==> src/rtl/updown_button_counter.sv <==
// updown_button_counter: two-button up/down event counter with a 16-bit count.
// Each press of u increments and each press of d decrements c_out once,
// however long the button is held. Decrement saturates at zero.
// Build option: define TOP_SYSTEM_SAT_MAX_EN to saturate increment at 0xFFFF;
// otherwise increment at 0xFFFF wraps to 0x0000.
module updown_button_counter (
  input  logic                 clk,
  input  logic                 reset,
  input  logic                 u,
  input  logic                 d,
  output logic [15:0]          c_out
);

  localparam int unsigned CountW = 16;
  localparam logic [CountW-1:0] CountMax  = '1;
  localparam logic [CountW-1:0] CountZero = '0;
  localparam logic [CountW-1:0] CountOne  = CountW'(1);

  typedef enum logic [1:0] {
    IDLE = 2'd0,
    INC  = 2'd1,
    DEC  = 2'd2,
    HOLD = 2'd3
  } state_t;

  logic   u_meta;
  logic   u_s;
  logic   d_meta;
  logic   d_s;
  state_t state;
  logic [CountW-1:0] count_up_c;
  logic [CountW-1:0] count_down_c;

  // Two-flop synchronizers for the asynchronous button levels
  always_ff @(posedge clk) begin
    if (reset) begin
      u_meta <= 1'b0;
      u_s    <= 1'b0;
      d_meta <= 1'b0;
      d_s    <= 1'b0;
    end else begin
      u_meta <= u;
      u_s    <= u_meta;
      d_meta <= d;
      d_s    <= d_meta;
    end
  end

  // Next count values for an up or down event
  always_comb begin
    count_up_c   = c_out + CountOne;
    count_down_c = c_out;
`ifdef TOP_SYSTEM_SAT_MAX_EN
    if (c_out == CountMax) begin
      count_up_c = CountMax;
    end
`else
    if (c_out == CountMax) begin
      count_up_c = CountZero;
    end
`endif
    if (c_out != CountZero) begin
      count_down_c = c_out - CountOne;
    end
  end

  // Press FSM; count changes on the edge that registers INC or DEC
  always_ff @(posedge clk) begin
    if (reset) begin
      state <= IDLE;
      c_out <= CountZero;
    end else begin
      case (state)
        IDLE: begin
          if (u_s && !d_s) begin
            state <= INC;
            c_out <= count_up_c;
          end else if (!u_s && d_s) begin
            state <= DEC;
            c_out <= count_down_c;
          end else if (u_s && d_s) begin
            // simultaneous press is ignored until both are released
            state <= HOLD;
          end
        end
        INC, DEC: begin
          state <= HOLD;
        end
        HOLD: begin
          if (!u_s && !d_s) begin
            state <= IDLE;
          end
        end
        default: begin
          state <= IDLE;
        end
      endcase
    end
  end

endmodule

==> config.mk <==
export PLATFORM = sky130hd
export DESIGN_NAME = updown_button_counter
export DESIGN_NICKNAME = d
export VERILOG_FILES = /design/src/rtl/updown_button_counter.sv
export SDC_FILE = /design/constraint.sdc
export NUM_CORES = 1
export LEC_CHECK = 0
export ABC_AREA = 1
export CAP_MARGIN = 10
export CELL_PAD_IN_SITES_DETAIL_PLACEMENT = 1
export CELL_PAD_IN_SITES_GLOBAL_PLACEMENT = 1
export CORE_MARGIN = 3
export CORE_UTILIZATION = 39
export CTS_BUF_LIST = sky130_fd_sc_hd__clkbuf_4 sky130_fd_sc_hd__clkbuf_8 sky130_fd_sc_hd__clkbuf_16
export CTS_CLUSTER_DIAMETER = 60
export DETAILED_ROUTE_END_ITERATION = 12
export DONT_BUFFER_PORTS = 1
export GPL_ROUTABILITY_DRIVEN = 0
export GPL_TIMING_DRIVEN = 0
export PLACE_DENSITY_LB_ADDON = 0.08
export SLEW_MARGIN = 25
export SYNTH_ARGS = -nofsm -noshare
export SYNTH_HDL_FRONTEND = slang
export SYNTH_SLANG_ARGS = --single-unit
==> constraint.sdc <==
create_clock -name clk -period 1.5 [get_ports clk]
set_input_delay 0.3 -clock clk [delete_from_list [all_inputs] [get_ports clk]]
set_output_delay 0.3 -clock clk [all_outputs]
set_load 0.01 [all_outputs]
# Word level (Yosys, flattened, before mapping)

Index checks and enable logic that the tools add are counted.
Widths: inputs -> output; s select.

Add/subtract/negate cells: 2
Equal/unequal tests: 6
Muxes and demuxes: 9
Reduce and logical (&&, ||, !) cells: 13

Operators with widths:

| operator              | number |
|---|---|
| $mux 16               | 4 |
| $add 16x1->16 const B | 1 |
| $eq 16x16->1 const B  | 1 |
| $reduce_bool 16->1    | 1 |
| $sub 16x1->16 const B | 1 |
| $mux 2                | 4 |
| $pmux 2 s3            | 1 |
| $eq 2x2->1 const B    | 2 |
| $logic_and 1x1->1     | 4 |
| $ne 4x4->1 const B    | 1 |
| $reduce_bool 2->1     | 2 |
| $reduce_and 3->1      | 1 |
| $eq 2x1->1 const B    | 1 |
| $logic_not 1->1       | 2 |
| $logic_not 2->1       | 1 |
| $ne 2x2->1 const B    | 1 |
| $reduce_and 2->1      | 1 |
| $reduce_or 2->1       | 1 |

Bits in registers: 22
Input bits: 4
Output and inout port bits: 16
Word-level logic and storage cells: 36

# Depth between registers and ports, before layout

Word-level depth: 5
Mapped depth: 12
Depth with buffers taken out: 11

# Worst setup path after synthesis

No wires, ideal clock.

Kind: reg-to-reg
Start: register d_s
End: register c_out[12]
Setup time: 0.115 ns
Arrival time: 1.444 ns
Data required time: 1.385 ns
Setup slack: -0.060 ns
Stages on the path, launching flop included: 12
Buffers on the path: 1
Period minus slack after synthesis: 1.560 ns
Cell sequence: dfxtp_1 inv_1 ha_1 inv_1 nand3_2 nor2_4 nand3_4 nand2_4 inv_2 buf_6 a21oi_1 nor2_1

Longest elaborated chain between the ends: 4
Elaborated cells on any way between the ends: 7
Classes of those cells: mux (1); reduce/logical (6)

Ends and longest elaborated chain:

| element                            | line | source |
|---|---|---|
| start, declared                    | 29   | `logic d_s;` |
| start signal, assigned             | 45   | `d_s <= d_meta;` |
| $logic_not 1->1                    | 75   | `if (u_s && !d_s) begin` |
| $logic_and 1x1->1                  | 75   |  |
| $reduce_bool 2->1 (no source line) | n/a  |  |
| $reduce_and 3->1 (no source line)  | n/a  |  |
| end signal, assigned               | 71   | `c_out <= CountZero;` |
| end signal, assigned               | 77   | `c_out <= count_up_c;` |
| end signal, assigned               | 80   | `c_out <= count_down_c;` |
| end, declared                      | 11   | `output logic [15:0] c_out` |

Several ways; a longest one is shown, not always the timed one.
A chain may end at the register's enable or synchronous reset.

# Worst setup path in the final report

Start: register d_s
End: register c_out[7]

Same word-level chain as after synthesis.

==> metrics.log <==
[metrics] highest-count cells in the layout ignoring fill and taps: sky130_fd_sc_hd__nand2_1, sky130_fd_sc_hd__nor2_1, sky130_fd_sc_hd__inv_1
[metrics] setup-violating endpoint count in the final report: 15
[metrics] violated checks: negative setup slack
[metrics] maximum cell stage delay along the critical path: 0.36 ns
[metrics] Stages on worst setup path: 9
[metrics] fin crit share: 107%
[metrics] Final Core Density: a little over half
[metrics] Max FO, Critical Path: 10
[metrics] critical path capture point: c_out[7]
[metrics] ratio of routed vias to standard cells: between 5 and 6
[metrics] horizontal die dimension: approximately 74 um
[metrics] critical path data arrival time: between 1.5 and 2 ns
[metrics] Syn. warnings: 0
[metrics] number of buffers inserted during clock tree synthesis: 3
[metrics] Tightest Pin Transition: roughly 0.66 ns
[metrics] type of the setup path with the least slack: reg -> reg
[metrics] synthesized instance count: 300
[metrics] crit start category: flop
[metrics] final layout net count: between 300 and 400
[metrics] post-route minimum period: between 1.5 and 2 ns
[metrics] post-synthesis instance area: 1800 sq um
[metrics] number of antenna violations at the first check in global routing: 0
[metrics] pwr/cell area: ~2300 nW/um^2
[metrics] number of synthesized register bits: 22
[metrics] residual DRC count: 0
[metrics] first-pass GRT wire length: about 9300 um
[metrics] H-tree Lvls: 1
[metrics] Initial DRC Count: between 100 and 150
[metrics] Routed wire per std cell: roughly 18 um
[metrics] Remaining Overflow, GRT: 0
[metrics] sequential element share of the synthesized area: about a quarter
[metrics] f_max: about 0.62 GHz
[metrics] synthesized net count: 313
[metrics] Routed met2 length: 3450 um
[metrics] core box area: ~4400 sq um
[metrics] Syn-to-layout area delta: 32.7%
[metrics] post-detailed-route count of antenna-violating nets: 0
[metrics] share of layout cells above drive strength 1: between 30 and 40%
[metrics] cell area after layout: ~2400 sq um
[metrics] outcome: finished with violations
[metrics] estimated wirelength of the detail-placed design: 4140 um
[metrics] buffer and inverter count on the worst path: 3
[metrics] top layer used by detailed routing: met4
[metrics] depth of the most critical reg-to-reg path: 9
[metrics] tightest slew margin relative to the limit: between 50 and 60%
[metrics] dpl cell area: approximately 1900 sq um
[metrics] worst clock skew: roughly 0.0030 ns
[metrics] initial core utilization: between 40 and 50%
[metrics] worst voltage drop across the vdd grid: between 0.7 and 0.8 mV
[metrics] library cell contributing the largest single delay on the critical path: sky130_fd_sc_hd__dfxtp_2
[metrics] Post-Syn Area per Cell: around 6.0 sq um
[metrics] number of core rows: 24
[metrics] CTS tree: built
[metrics] Worst R2R End: c_out[7]
[metrics] worst skew pair latency: about 0.27 ns
[metrics] routed via count: 2030
[metrics] buffers added on ports: 0
[metrics] FF-to-FF Start: d_s
[metrics] routed wire length on met3: between 200 and 300 um
[metrics] count of filler cells inserted in the layout: 575
[metrics] class of the most critical hold timing path: in -> reg
[metrics] Die Area: roughly 5500 sq um
[metrics] maximum number of pins on one net before global-route repair: 13
[metrics] ports placed on the boundary: 20
[metrics] reported max-cap violation count: 0
[metrics] PnR worst setup slack: -0.101 ns
[metrics] most frequent standard cell in the layout excluding fill and tap cells: sky130_fd_sc_hd__nand2_1
[metrics] overall track demand over capacity in global routing: 22.3%
[metrics] setup slack of the most critical reg-to-reg path: -0.10 ns
[metrics] clk sinks: 22
[metrics] FF/Latch Area: 470 sq um
[metrics] Netlist cell types: 25
[metrics] die span in y: approximately 74 um
[metrics] data required time at the worst endpoint: approximately 1.7 ns
[metrics] total count of hold-check failures in the final report: 0
[metrics] first element of the critical path: d_s
[metrics] antenna cells: 0
[metrics] via count of the first global-routing pass: about 1.9k
[metrics] total routed wirelength: 6620 um
[metrics] pins over their slew limit: 0
[metrics] Crit. End Element: flop
[metrics] crit path cell chain: inv_4, ha_4, inv_4, clkbuf_2, nand2_1, nand2_1, nand3_1, nor2_1, nor2_1
[metrics] Max clock buf depth: 2
[metrics] drt first pass iters: 4
[metrics] clock transition at the registers of the reported paths: 0.09 ns
[metrics] leak pwr: ~1.1 nW
[metrics] cell class contributing the biggest share of worst-path delay: simple AND/OR/NAND/NOR gates
[metrics] RSZ-0062 raised after global routing: yes
[metrics] CTS root buf: sky130_fd_sc_hd__clkbuf_8
[metrics] worst slack, placed: -0.362 ns
[metrics] post-route met1 wirelength: between 2000 and 3000 um
[metrics] area of the multi-input gates: approximately 1400 sq um
[power by group]
group          switching, mW  internal, mW  leakage (nW)
clock network          0.234         0.235        0.0288
logic                   2.34          1.47         0.840
registers              0.392         0.792         0.188
[final cells by class]
cell class,count,share of cell area (%)
Buffer,7,3.19
Clock buffer,4,2.30
Inverter,44,7.64
Multi-Input combinational cell,227,58.4
Sequential cell,22,19.7
Tap cell,52,2.72
Timing Repair Buffer,17,6.07
[metal layers]
metal | up-vias | GRT usage [%]
met1 | 981 | 28.0
met2 | 55 | 39.0
met4 | 0 | 7.65
met3 | 17 | 2.97
met5 | - | 0
li1 | 977 | -
[worst min path at each step]
stage | start | end | slack [ns] | cells after the start
3_3_place_gp | u_meta | u_s | 0.39 | 2
3_5_place_dp | u_meta | u_s | 0.40 | 2
2_1_floorplan | d_meta | d_s | 0.39 | 2
4_1_cts | u | u_meta | 0.12 | 2
5_1_grt | d | d_meta | 0.12 | 2
6_report | u | u_meta | 0.11 | 2
[logic make-up after synthesis]
logic type	synth area share (%)
XOR/XNOR	1.94
AO/OA/AOI/OAI	8.61
buffers and inverters	12.3
adder cells (fa/ha/maj)	6.25
flip-flops	24.4
AND/OR/NAND/NOR	46.5
[synth_stat cells (all sizes together)]
master | n | area share, %
a21oi | 12 | 3.3
buf | 4 | 2.5
clkbuf | 3 | 0.62
dfxtp | 22 | 24
ha | 9 | 6.2
inv | 44 | 9.2
nand2 | 89 | 19
nand3 | 39 | 12
nand4 | 1 | 0.35
nor2 | 55 | 14
nor3 | 1 | 0.28
o21ai | 15 | 4.8
o32ai | 1 | 0.49
or2 | 1 | 0.35
xnor2 | 1 | 0.49
xor2 | 3 | 1.5
[what timing repair did]
| item | 4_1_cts | 5_1_grt |
|---|---|---|
| buffers inserted | 9 | 7 |
| gates resized for setup | 45 | 46 |
| pin swaps | 12 | 16 |
| gates cloned | 0 | 1 |
| hold buffers | 0 | 0 |
| endpoints found under the setup margin | 18 | 18 |
[sequential cells by signal, summed over array words and instances (netlist names)]
name	flops
c_out	16
d_meta	1
d_s	1
state	2
u_meta	1
u_s	1
[through the flow]
stage	power (mW)	cells	hold WS (ns)	TNS [ns]
after CTS	4.79	365	0.115	-0.468
after global placement	3.87	352	0.392	-4.47
after floorplan	3.32	300	0.388	0
final	5.47	373	0.114	-0.952
after detailed placement	3.98	352	0.396	-4.59
after global routing	5.98	373	0.115	-2.19
No activity file was read; power rests on OpenSTA's default activity.
